**config.mk**
```make
export PLATFORM = sky130hd
export DESIGN_NAME = multadd_accum_quant
export DESIGN_NICKNAME = d
export VERILOG_FILES = /design/src/rtl/multadd_pkg.sv /design/src/rtl/round_sat.sv /design/src/rtl/multadd_accum_quant.sv
export SDC_FILE = /design/constraint.sdc
export NUM_CORES = 1
export LEC_CHECK = 0
export ABC_AREA = 1
export ABC_CLOCK_PERIOD_IN_PS = 3700
export CORE_UTILIZATION = 44
export CTS_CLUSTER_DIAMETER = 150
export DETAILED_ROUTE_END_ITERATION = 10
export GPL_TIMING_DRIVEN = 0
export PLACE_DENSITY = 0.62
export SYNTH_ARGS = -nofsm -noshare
export SYNTH_HDL_FRONTEND = slang
export SYNTH_SLANG_ARGS = --single-unit
```
**constraint.sdc**
```tcl
create_clock -name clk -period 3.7 [get_ports clk]
set_input_delay 0.74 -clock clk [delete_from_list [all_inputs] [get_ports clk]]
set_output_delay 0.74 -clock clk [all_outputs]
set_load 0.01 [all_outputs]
```
**src/rtl/multadd_pkg.sv**
```systemverilog
// Shared widths, state encodings and Q15 rounding helper for the multiply-add output path.
// Latency: n/a (package only).
// Backpressure: n/a (package only).
package multadd_pkg;

   // Default widths for the DSP48 product path feeding the Q15 sample stream.
   localparam int P_W_DEF   = 48;
   localparam int ACC_W_DEF = 56;
   localparam int SHIFT_DEF = 15;
   localparam int OUT_W_DEF = 16;

   // Signed saturation bounds of the default output word.
   localparam logic signed [ACC_W_DEF-1:0] SAT_HI_DEF = (ACC_W_DEF'(1) <<< (OUT_W_DEF-1)) - 1;
   localparam logic signed [ACC_W_DEF-1:0] SAT_LO_DEF = -(ACC_W_DEF'(1) <<< (OUT_W_DEF-1));

   // Frame side: IDLE means no product is held in the open frame.
   typedef enum logic {
      F_IDLE,
      F_ACCUM
   } frame_state_t;

   // Output side: FULL is exactly out_valid.
   typedef enum logic {
      O_EMPTY,
      O_FULL
   } out_state_t;

   // Round half-up, shift and clip an accumulator value at the default widths.
   // Returns {clipped, data}.
   function automatic logic [OUT_W_DEF:0] sat_round(input logic signed [ACC_W_DEF-1:0] v);
      logic signed [ACC_W_DEF-1:0] r;
      logic [OUT_W_DEF:0]          res;
      r   = (v + (ACC_W_DEF'(1) <<< (SHIFT_DEF-1))) >>> SHIFT_DEF;
      res = {1'b0, r[OUT_W_DEF-1:0]};
      if (r > SAT_HI_DEF) begin
         res = {1'b1, SAT_HI_DEF[OUT_W_DEF-1:0]};
      end else if (r < SAT_LO_DEF) begin
         res = {1'b1, SAT_LO_DEF[OUT_W_DEF-1:0]};
      end
      return res;
   endfunction

endpackage

```
**src/rtl/round_sat.sv**
```systemverilog
// Round half-up (ties toward +inf), arithmetic right shift, clip to OUT_W signed.
// Latency: 0 cycles, purely combinational.
// Backpressure: none; caller registers the result.
module round_sat
   import multadd_pkg::*;
#(
   parameter int ACC_W = ACC_W_DEF,
   parameter int SHIFT = SHIFT_DEF,
   parameter int OUT_W = OUT_W_DEF
)(
   input  logic signed [ACC_W-1:0] din,
   output logic signed [OUT_W-1:0] dout,
   output logic                    sat
);

   localparam logic signed [ACC_W-1:0] HALF  = ACC_W'(1) <<< (SHIFT-1);
   localparam logic signed [ACC_W-1:0] MAX_V = (ACC_W'(1) <<< (OUT_W-1)) - 1;
   localparam logic signed [ACC_W-1:0] MIN_V = -(ACC_W'(1) <<< (OUT_W-1));

   logic signed [ACC_W-1:0] biased;
   logic signed [ACC_W-1:0] shifted;

   // Bias by half an output LSB, shift down, then clip to the signed output range.
   always_comb begin
      biased  = din + HALF;
      shifted = biased >>> SHIFT;
      dout    = shifted[OUT_W-1:0];
      sat     = 1'b0;
      if (shifted > MAX_V) begin
         dout = MAX_V[OUT_W-1:0];
         sat  = 1'b1;
      end else if (shifted < MIN_V) begin
         dout = MIN_V[OUT_W-1:0];
         sat  = 1'b1;
      end
   end

endmodule

```
**src/rtl/multadd_accum_quant.sv**
```systemverilog
// Accumulate N_ACC signed products, then round/shift/saturate to a Q15 sample.
// Latency: result valid 2 edges after the closing sample (close reg, then output reg).
// Backpressure: none upstream; an unread result is overwritten and flagged in sticky overrun.
module multadd_accum_quant
   import multadd_pkg::*;
#(
   parameter int P_W   = P_W_DEF,
   parameter int ACC_W = ACC_W_DEF,
   parameter int N_ACC = 8,
   parameter int SHIFT = SHIFT_DEF,
   parameter int OUT_W = OUT_W_DEF
)(
   input  logic                          clk,
   input  logic                          rst,
   input  logic                          sclr,
   input  logic                          ce,
   input  logic                          in_valid,
   input  logic signed [P_W-1:0]         p_in,
   input  logic                          flush,
   input  logic                          out_ready,
   output logic                          out_valid,
   output logic signed [OUT_W-1:0]       out_data,
   output logic                          out_sat,
   output logic                          overrun,
   output logic [$clog2(N_ACC+1)-1:0]    frame_cnt
);

   localparam int               CNT_W = $clog2(N_ACC+1);
   localparam logic [CNT_W-1:0] LAST  = CNT_W'(N_ACC-1);

   frame_state_t            frame_st;
   frame_state_t            frame_nxt;
   out_state_t              out_st;
   out_state_t              out_nxt;

   logic signed [ACC_W-1:0] acc;
   logic signed [ACC_W-1:0] acc_nxt;
   logic signed [ACC_W-1:0] p_ext;
   logic signed [ACC_W-1:0] final_sum;
   logic signed [ACC_W-1:0] close_dat;
   logic [CNT_W-1:0]        cnt_nxt;
   logic                    accept;
   logic                    close;
   logic                    close_vld;
   logic                    ovr_set;
   logic signed [OUT_W-1:0] rs_data;
   logic                    rs_sat;

   // ce gates both acceptance and flush; with ce low the frame is frozen.
   assign accept = ce & in_valid;
   assign p_ext  = ACC_W'(p_in);

   // Frame next-state: add the accepted product, close on the last slot or on a non-empty flush.
   always_comb begin
      frame_nxt = frame_st;
      acc_nxt   = acc;
      cnt_nxt   = frame_cnt;
      close     = 1'b0;
      final_sum = acc + (accept ? p_ext : '0);
      if (accept && (frame_cnt == LAST)) begin
         close = 1'b1;
      end else if (ce && flush && ((frame_cnt != '0) || in_valid)) begin
         close = 1'b1;
      end
      if (close) begin
         // Clearing at the close edge lets the next frame start the very next cycle.
         acc_nxt   = '0;
         cnt_nxt   = '0;
         frame_nxt = F_IDLE;
      end else if (accept) begin
         acc_nxt   = final_sum;
         cnt_nxt   = frame_cnt + CNT_W'(1);
         frame_nxt = F_ACCUM;
      end
   end

   // Frame state, accumulator and close register; sclr behaves like rst at the edge.
   always_ff @(posedge clk or posedge rst) begin
      if (rst) begin
         frame_st  <= F_IDLE;
         acc       <= '0;
         frame_cnt <= '0;
         close_vld <= 1'b0;
         close_dat <= '0;
      end else if (sclr) begin
         frame_st  <= F_IDLE;
         acc       <= '0;
         frame_cnt <= '0;
         close_vld <= 1'b0;
         close_dat <= '0;
      end else begin
         frame_st  <= frame_nxt;
         acc       <= acc_nxt;
         frame_cnt <= cnt_nxt;
         close_vld <= close;
         if (close) begin
            close_dat <= final_sum;
         end
      end
   end

   round_sat #(
      .ACC_W (ACC_W),
      .SHIFT (SHIFT),
      .OUT_W (OUT_W)
   ) u_round_sat (
      .din  (close_dat),
      .dout (rs_data),
      .sat  (rs_sat)
   );

   // Output next-state: a new result always wins over a same-edge transfer.
   always_comb begin
      out_nxt = out_st;
      ovr_set = 1'b0;
      case (out_st)
         O_EMPTY: begin
            if (close_vld) begin
               out_nxt = O_FULL;
            end
         end
         O_FULL: begin
            if (close_vld) begin
               ovr_set = ~out_ready;
            end else if (out_ready) begin
               out_nxt = O_EMPTY;
            end
         end
         default: out_nxt = O_EMPTY;
      endcase
   end

   // Output register; data only changes on a new result, so it holds while stalled.
   always_ff @(posedge clk or posedge rst) begin
      if (rst) begin
         out_st   <= O_EMPTY;
         out_data <= '0;
         out_sat  <= 1'b0;
         overrun  <= 1'b0;
      end else if (sclr) begin
         out_st   <= O_EMPTY;
         out_data <= '0;
         out_sat  <= 1'b0;
         overrun  <= 1'b0;
      end else begin
         out_st <= out_nxt;
         if (close_vld) begin
            out_data <= rs_data;
            out_sat  <= rs_sat;
         end
         if (ovr_set) begin
            overrun <= 1'b1;
         end
      end
   end

   assign out_valid = (out_st == O_FULL);

endmodule
```
==> impl_metrics.yaml <==
synth:
  synth-edff-count: 0
  avgSynthCellArea_um2: 6.30
  synthFlopType: "dfrtp_1"
  synth_cells: 1642
  synth_top_area_cell: "dfrtp_1"
  synth_area_leaders: "dfrtp_1 (29%), nand2_1 (18%), nor2_1 (8.6%), ha_1 (7.0%), inv_1 (7.0%)"
  synth_area_mm2: 0.0104
  ys_types: 45
  seq_area_frac_synth_pct: 29.5
  synth.ff_latch_count: 122
  yosys_warnings: 0
  synth_top_area_share_pct: 29.5
  ys_async_sr_fraction_pct: 100
  syn_nets: 1756
finish:
  layout_commonest_cell: "nand2_1"
  area_delta_synth_final_pct: 20.3
  fillers: 2427
  postLayoutCoreUtil_pct: 54.5
  fin_nets: 1863
  final_cell_mix: "nand2_1 (498), nor2_1 (232), inv_1 (191)"
  diodes: 0
  layout-drive-gt1-share_pct: 7.09
die:
  die-height_um: 155
  die-width_um: 155
  core_area_mm2: 0.0228
  io-pin-count: 78
  initial_core_util_pct: 45.3
  dieArea_mm2: 0.0241
  num_rows: 55
detailed_routing:
  drcViolationCount: 0
  avgRoutedWirePerCell_um: 17.6
  vias: 11000
  top_layer_used: "met4"
  route.met3.wl_um: 1810
  wl_met2_um: 16700
  post_drt_via_cell_ratio: 5.32
  antenna_left: 0
  first_iter_violations: 768
  wl_met1_um: 16500
  wirelength_um: 36500
  drt-pass1-iter-count: 5
clocking:
  cts_buffer_depth: 2
  cts-htree-levels: 4
  cts_root_buffer: "clkbuf_16"
  clk_pin_slew_ns: 0.06
  clk_latency_ns: 0.44
  cts_tree: "yes"
  cts_buffers: 17
  numClockSinks: 122
global_routing:
  first_global_vias: 10700
  grt_util_all_layers_pct: 31.4
  grt_pass1_wl_um: 57100
  antenna_found_initial: 0
  grt.overflow.total: 0
  grt_start_max_net_pins: 41
timing:
  fmax_mhz: 277
  finalMaxSlewViolations: 0
  clock_skew_ns: 0.0189
  worst_slew_pin_slew_ns: 0.918
  finalSetupTns_ns: 0
  period_needed_ns: 3.61
  setup_slack_ns: 0.0861
  setup_viol: 0
  fin_crit_sh_pct: 97.7
  relSlewSlack_pct: 38.8
  rsz0062_at_grt: "yes"
  hold_viol_final: 0
job:
  maxCapViolCount: 0
setup_path:
  slowest_stage: "clkdlybuf4s50_1"
  cpPeakStageDelay_ns: 0.49
  path_class: "input pin to flop"
  end_kind: "flop"
  arrival_ns: 3.91
  cp_cell_sequence: "clkdlybuf4s50_1, nand2_2, buf_6, nor2_1, ha_1, a21oi_1, nand2_1, nand2_1, nand2_1, a21oi_1, inv_1, nand3_1, nand3_1, or2_2, nand3_1, o21ai_0"
  worstPathRequired_ns: 4.00
  path_max_fanout: 10
  startpoint_type: "input pin"
  reg2reg_slack_ns: 0.53
power_and_ir_drop:
  power_leakage_nw: 5.81
  peakVddDrop_mv: 0.225
  p_per_area_mw_per_mm2: 297
  report.power.total_mw: 3.70
place:
  pre_cts_ws_ns: -1.82
  portBuffers: 76
  place_hpwl_um: 30000
  gp_congestion: 0.974
outcome:
  status: "complete, no violations"
hold_path:
  hold_path_class: "flop to flop"
-- cell type report --
cell class / count / area [um^2] / share of cell area [%]
clock buffers: 17 / 425 / 3.42
repair buffers: 88 / 888 / 7.13
flip-flops and latches: 122 / 3050 / 24.5
multi-input cells: 1296 / 6610 / 53.1
well taps: 313 / 392 / 3.14
clock inverters: 15 / 201 / 1.62
inverters: 196 / 739 / 5.94
plain buffers: 28 / 146 / 1.18
-- flip-flops by register name, summed over array words and instances (netlist names) --
register and flops:
acc 56, close_dat 42, out_data 16, frame_cnt 4
close_vld 1, out_sat 1, out_valid 1, overrun 1
-- where the power goes --
part	internal, mW	switching (mW)
Clock	1.09	0.760
Sequential	1.36	0.0236
Combinational	0.181	0.287
Total	2.63	1.07
-- kinds of logic after synthesis --
group / after synthesis / synth area share [%]
flip-flops: 122 / 29.5
AO/OA/AOI/OAI: 246 / 12.8
buffers and inverters: 224 / 8.33
AND/OR/NAND/NOR: 948 / 38.5
adder cells (fa/ha/maj): 59 / 7.20
XOR/XNOR: 43 / 3.64
-- critical path, delay by kind of cell --
family | cells | cell delay (ns)
AND/OR/NAND/NOR | 9 | 1.40
buffers and inverters | 3 | 0.83
AO/OA/AOI/OAI | 3 | 0.62
adder cells (fa/ha/maj) | 1 | 0.30
-- metrics by stage --
step,cell area (um^2),std cells,hold slack (ns)
finish,12500,2075,0.475
global route,12500,2075,0.493
CTS,12300,2070,0.482
detailed placement,11600,2034,0.465
global placement,11500,2031,0.463
floorplan,10400,1642,0.453
-- final timing paths --
check	start	to	cells past startpoint
worst max-delay path	in_valid	close_dat[43]	16
worst min-delay path	out_data[9]	out_data[9]	2
worst max register to register	frame_cnt[0]	acc[11]	11
worst min register to register	out_data[9]	out_data[9]	2
max in group asynchronous	rst	acc[54]	4
min in group asynchronous	rst	out_data[3]	2
-- routing by layer --
| layer | global-route usage, % | up-vias |
|---|---|---|
| met3 | 3.84 | 79 |
| li1 | - | 5528 |
| met5 | 0 | - |
| met4 | 13.9 | 0 |
| met1 | 41.2 | 5105 |
| met2 | 52.0 | 323 |
-- Yosys cell counts (all sizes together) (2+ instances only) --
cell type  instances
a21o               2
a21oi             78
a22o               3
a31oi             11
a32o               2
and2               2
and3               3
buf                7
clkbuf            21
dfrtp            122
ha                58
inv              195
nand2            508
nand3            115
nand3b             9
nand4             28
nor2             247
nor3              18
nor4               3
o211ai             4
o21a               5
o21ai            124
o21bai             6
o22ai              7
o31ai              2
or2               11
xnor2             17
xor2              26
-- what timing repair did --
item	in CTS	in global routing
pin swaps	2	7
endpoints found under the setup margin	82	58
cloned	0	0
hold buffers	0	0
gates resized for setup	28	40
buffers inserted	4	5
Power figures use the tool's default switching activity.
==> patch 1: new RTL, same settings <==
Change the parameter `N_ACC` from 8 to 32.
--- a/src/rtl/multadd_accum_quant.sv
+++ b/src/rtl/multadd_accum_quant.sv
@@ -7,5 +7,5 @@
    parameter int P_W   = P_W_DEF,
    parameter int ACC_W = ACC_W_DEF,
-   parameter int N_ACC = 8,
+   parameter int N_ACC = 32,
    parameter int SHIFT = SHIFT_DEF,
    parameter int OUT_W = OUT_W_DEF
Interface: changed (resized frame_cnt); port bits go from 78 to 80. No check against the original RTL was run, so the function may have changed too.
==> patch 1 against the original RTL <==
- worst hold slack better by 2.1 ps
- synthesized cell count is 1.8% higher
- routed wire length is 0.65% lower
- critical path type unchanged
- critical path depth is 1 lower
- setup slack worse by 17 ps
- count of clock-buffer cells in the layout stayed put
- design area is 2.6% higher
- power is 2.2% lower
- highest routed layer unchanged
- sequential cell count is 2 higher
- synthesized area is 2.5% higher
- register-to-register slack better by 380 ps
==> patch 1: results (changes against the original RTL) <==
* Status: finished, final reports clean
* Placement Cell Area at 11860 um2 (+2.5%)
* Post-synthesis xor/xnor area fraction at 0.03796 (+0.001579)
* Static Leak at 6.168 nW (+6.1%)
* Switching Share at 0.2992 (+0.009987)
* Layout Nets at 1898 (+1.9%)
* Register area share after synthesis at 0.2924 (-0.002551)
* Placed cells at 2072 (+1.9%)
* Vias in the first global route at 10570 (-1.7%)
* Worst Setup SP: ce
* Share of cells above drive strength 1 at 0.08792 (+0.01698)
* Max stage delay on crit path at 530 ps (+40 ps)
* Port bufs at 78 (+2.6%)
* Starting DRT DRC Count at 681 (-11%)
* P_comb at 474 uW (+1%)
* Post-Syn Nets at 1786 (+1.7%)
* Synth Area in Compound Gates at 0.1234 (-0.004932)
* Post-Place Worst Slack at -1536 ps (+286.2 ps)
* Hold_sp: out_data[11]
* GP Congestion at 1.027 (+5.5%)
* Clock Skew at 17.64 ps (-1.264 ps)
* Slew @ Worst Pin at 805.6 ps (-112.9 ps)
* Pre-antenna DRT Iters at 6 (+1)
* Vias per cell at 5.216 (-1.9%)
* Syn_area_per_cell at 6.347 um2 (+0.69%)
* Ranking of synthesized cells by area: dfrtp_1, nand2_1, nor2_1
-- patch 1: area by class of cell --
class / count / area, um2 / share of cell area
clock inverter: 15 / 173.9 / 0.01361
buffer: 29 / 170.2 / 0.01331
timing repair buffer: 93 / 950.9 / 0.07441
sequential: 124 / 3103 / 0.2428
clock buffer: 17 / 425.4 / 0.03329
tap: 319 / 399.1 / 0.03123
multi-input combinational: 1302 / 6739 / 0.5273
inverter: 217 / 818.3 / 0.06403
-- patch 1: worst paths after layout --
check,to,slack [ps],cells after the start
max in group asynchronous,acc[41],2200,4
worst max register to register,close_dat[55],910,10
worst max-delay path,close_dat[41],70,15
min in group asynchronous,out_data[3],690,2
worst min-delay path,out_data[11],480,2
worst min register to register,out_data[11],480,2
-- patch 1: repair_timing --
item,in CTS,in global routing
setup buffers,2,9
cloned,0,1
hold endpoints to repair,0,0
pin swaps,1,11
setup endpoints to repair,83,43
gates resized for setup,34,38
==> patch 2: new RTL, same flow settings <==
Without the edit above. Put one more register stage on the output `frame_cnt`, cleared by the reset. The value now appears one clock later. The other outputs are not delayed to match.
--- a/src/rtl/multadd_accum_quant.sv
+++ b/src/rtl/multadd_accum_quant.sv
@@ -29,4 +29,6 @@
    localparam logic [CNT_W-1:0] LAST  = CNT_W'(N_ACC-1);
 
+   logic [$clog2(N_ACC+1)-1:0] frame_cnt_s0;
+
    frame_state_t            frame_st;
    frame_state_t            frame_nxt;
@@ -55,10 +57,10 @@
       frame_nxt = frame_st;
       acc_nxt   = acc;
-      cnt_nxt   = frame_cnt;
+      cnt_nxt   = frame_cnt_s0;
       close     = 1'b0;
       final_sum = acc + (accept ? p_ext : '0);
-      if (accept && (frame_cnt == LAST)) begin
+      if (accept && (frame_cnt_s0 == LAST)) begin
          close = 1'b1;
-      end else if (ce && flush && ((frame_cnt != '0) || in_valid)) begin
+      end else if (ce && flush && ((frame_cnt_s0 != '0) || in_valid)) begin
          close = 1'b1;
       end
@@ -70,5 +72,5 @@
       end else if (accept) begin
          acc_nxt   = final_sum;
-         cnt_nxt   = frame_cnt + CNT_W'(1);
+         cnt_nxt   = frame_cnt_s0 + CNT_W'(1);
          frame_nxt = F_ACCUM;
       end
@@ -80,5 +82,5 @@
          frame_st  <= F_IDLE;
          acc       <= '0;
-         frame_cnt <= '0;
+         frame_cnt_s0 <= '0;
          close_vld <= 1'b0;
          close_dat <= '0;
@@ -86,5 +88,5 @@
          frame_st  <= F_IDLE;
          acc       <= '0;
-         frame_cnt <= '0;
+         frame_cnt_s0 <= '0;
          close_vld <= 1'b0;
          close_dat <= '0;
@@ -92,5 +94,5 @@
          frame_st  <= frame_nxt;
          acc       <= acc_nxt;
-         frame_cnt <= cnt_nxt;
+         frame_cnt_s0 <= cnt_nxt;
          close_vld <= close;
          if (close) begin
@@ -157,3 +159,11 @@
    assign out_valid = (out_st == O_FULL);
 
+   always_ff @(posedge clk or posedge rst) begin
+      if (rst) begin
+         frame_cnt <= '0;
+      end else begin
+         frame_cnt <= frame_cnt_s0;
+      end
+   end
+
 endmodule
Function: changed (a bounded check fails within 4 cycles, from zero or initial values and one cycle with rst high).
==> patch 2 against the original RTL <==
- count of clock-buffer cells in the layout did not move
- setup slack better by 130 ps
- design area rose by 2.7%
- core utilization down 0.50 points
- routed wire length up 6.9%
- die area is 3.6% higher
- sequential cell count increased by 4
- power is 1.3% higher
- synthesized area is 3.6% higher
- sequential power increased by 3%
- maximum frequency increased by 3.7%
==> patch 2: results (changes against the original RTL) <==
* Status: finished, final reports clean
* RR Startpoint: frame_cnt_s0[1]
* R2r setup slk at 610 ps (+80 ps)
* Critical path type: input pin to flop
* Static Leak at 6.163 nW (+6.0%)
* Global-route wire length before repair at 60160 um (+5.4%)
* Ranking of synthesized cells by area: dfrtp_1, nand2_1, inv_1
* Post-Place Worst Slack at -1904 ps (-82.76 ps)
* Post-detail-place hpwl at 32070 um (+6.9%)
* DR vias at 11450 (+3.8%)
* CTS tree: built
* WP data arrival at 3790 ps (-120 ps)
* Total GRT Usage at 0.3260 (+0.01169)
* Initial antenna violation count at 0 (unchanged)
* Max rail drop VDD at 285.0 uV (+27%)
* Hold Crit Class: flop to flop
* Share of cells above drive strength 1 at 0.05776 (-0.01319)
* Pre-antenna DRT Iters at 6 (+1)
* Post-Synth Adder-Cell Area at 0.06954 (-0.002505)
* Top post-synthesis cells by count: nand2_1, inv_1, nor2_1
* Met2 usage at 0.5585 (+0.03830)
* WL per Instance at 18.28 um (+3.8%)
* Slew @ Worst Pin at 862.9 ps (-55.59 ps)
* Worst setup margin at 215.3 ps (+129.2 ps)
* Reg clk slew, reported paths at around 70 ps
* Met1 Routed Length at 17270 um (+4.7%)
* Placed cells at 2098 (+3.1%)
* Starting DRT DRC Count at 812 (+5.7%)
* GP Congestion at 1.026 (+5.4%)
* Worst Setup SP: in_valid
* Register area share after synthesis at 0.2940 (-0.0009206)
* Number of buffers created by CTS at 17 (unchanged)
* Cell variety after synth at 46 (+2.2%)
* M3 GR Usage at 0.03887 (+0.0004320)
* Largest net degree at the start of global routing at 39 (-4.9%)
* Ys async rst share at 1.000 (unchanged)
* Ys flop type: dfrtp_1
* Top Layer Used: met4
* CTS Root Cell: clkbuf_16
* Worst skew pair latency at 440 ps (about the same)
* Clock Skew at 15.05 ps (-3.855 ps)
* Synth Area in Compound Gates at 0.1288 (+0.0004370)
* Mapped Cells at 1700 (+3.5%)
* Worst-path fanout max at 10 (unchanged)
* Port bufs at 76 (unchanged)
* R2r worst-path depth at 11 (unchanged)
* Vias per cell at 5.359 (+0.77%)
* Grt met1 use at 0.4147 (+0.002934)
* Ant diodes at 0 (unchanged)
* Layout Nets at 1919 (+3.0%)
* Placement Cell Area at 11950 um2 (+3.3%)
* Multiplexer area fraction after synthesis at 0.0009334 (+0.0009334)
* Synthesis warning total at 0 (unchanged)
* Routed wire length on met2 at 18490 um (+11%)
* Post-synthesis xor/xnor area fraction at 0.03909 (+0.002702)
* Biggest registers after layout: acc (56), close_dat (42), out_data (16)
* Post-Syn Nets at 1814 (+3.3%)
* DR WL met3 at 1894 um (+4.8%)
* RR Endpoint: close_dat[43]
* H-Tree Level Count at 4 (unchanged)
-- patch 2: power by group --
| group | internal [mW] | total [mW] | switching (mW) |
|---|---|---|---|
| clock | 1.03 | 1.84 | 0.808 |
| combinational | 0.182 | 0.478 | 0.296 |
| sequential | 1.41 | 1.43 | 0.0242 |
-- patch 2: cells by family after synthesis --
| group | after synthesis |
|---|---|
| simple gates | 925 |
| fa+ha+maj | 59 |
| xor+xnor | 47 |
| mux | 1 |
| compound gates | 250 |
| buf+inv | 292 |
| flops | 126 |
-- patch 2: worst max-delay path, cell delays in order --
cell and delay, ps:
dlymetal6s2s_1 170, nand2_4 130, clkbuf_16 180, clkbuf_2 220
nor2_1 70, ha_1 340, a21oi_1 210, a21boi_1 310
nand2_1 220, a21oi_4 250, inv_1 90, nand3_1 80
nand3_1 180, or2_2 340, nand3_1 140, o21ai_0 110
-- patch 2: cell type report --
class                      instances  area (um2)
fill                            2548       10890
multi-input combinational       1282        6593
sequential                       126        3153
inverter                         264       994.7
timing repair buffer              86       878.3
clock buffer                      17       425.4
tap                              319       399.1
clock inverter                    15       190.2
buffer                            28       161.4
-- patch 2: worst min path at each step --
stage | from | end | slack [ps] | depth (start not counted)
after floorplan | frame_cnt_s0[2] | frame_cnt[2] | 370 | 0
after global placement | frame_cnt_s0[2] | frame_cnt[2] | 410 | 0
after detailed placement | frame_cnt_s0[2] | frame_cnt[2] | 410 | 0
after CTS | frame_cnt_s0[3] | frame_cnt[3] | 430 | 0
after global routing | frame_cnt_s0[3] | frame_cnt[3] | 460 | 0
final | frame_cnt_s0[3] | frame_cnt[3] | 430 | 0
-- patch 2: timing repair --
item / CTS / global route
setup endpoints to repair: 90 / 61
pin swaps: 9 / 3
hold endpoints to repair: 0 / 0
resized for setup: 42 / 11
setup buffers: 6 / 1
hold buffers: 0 / 0
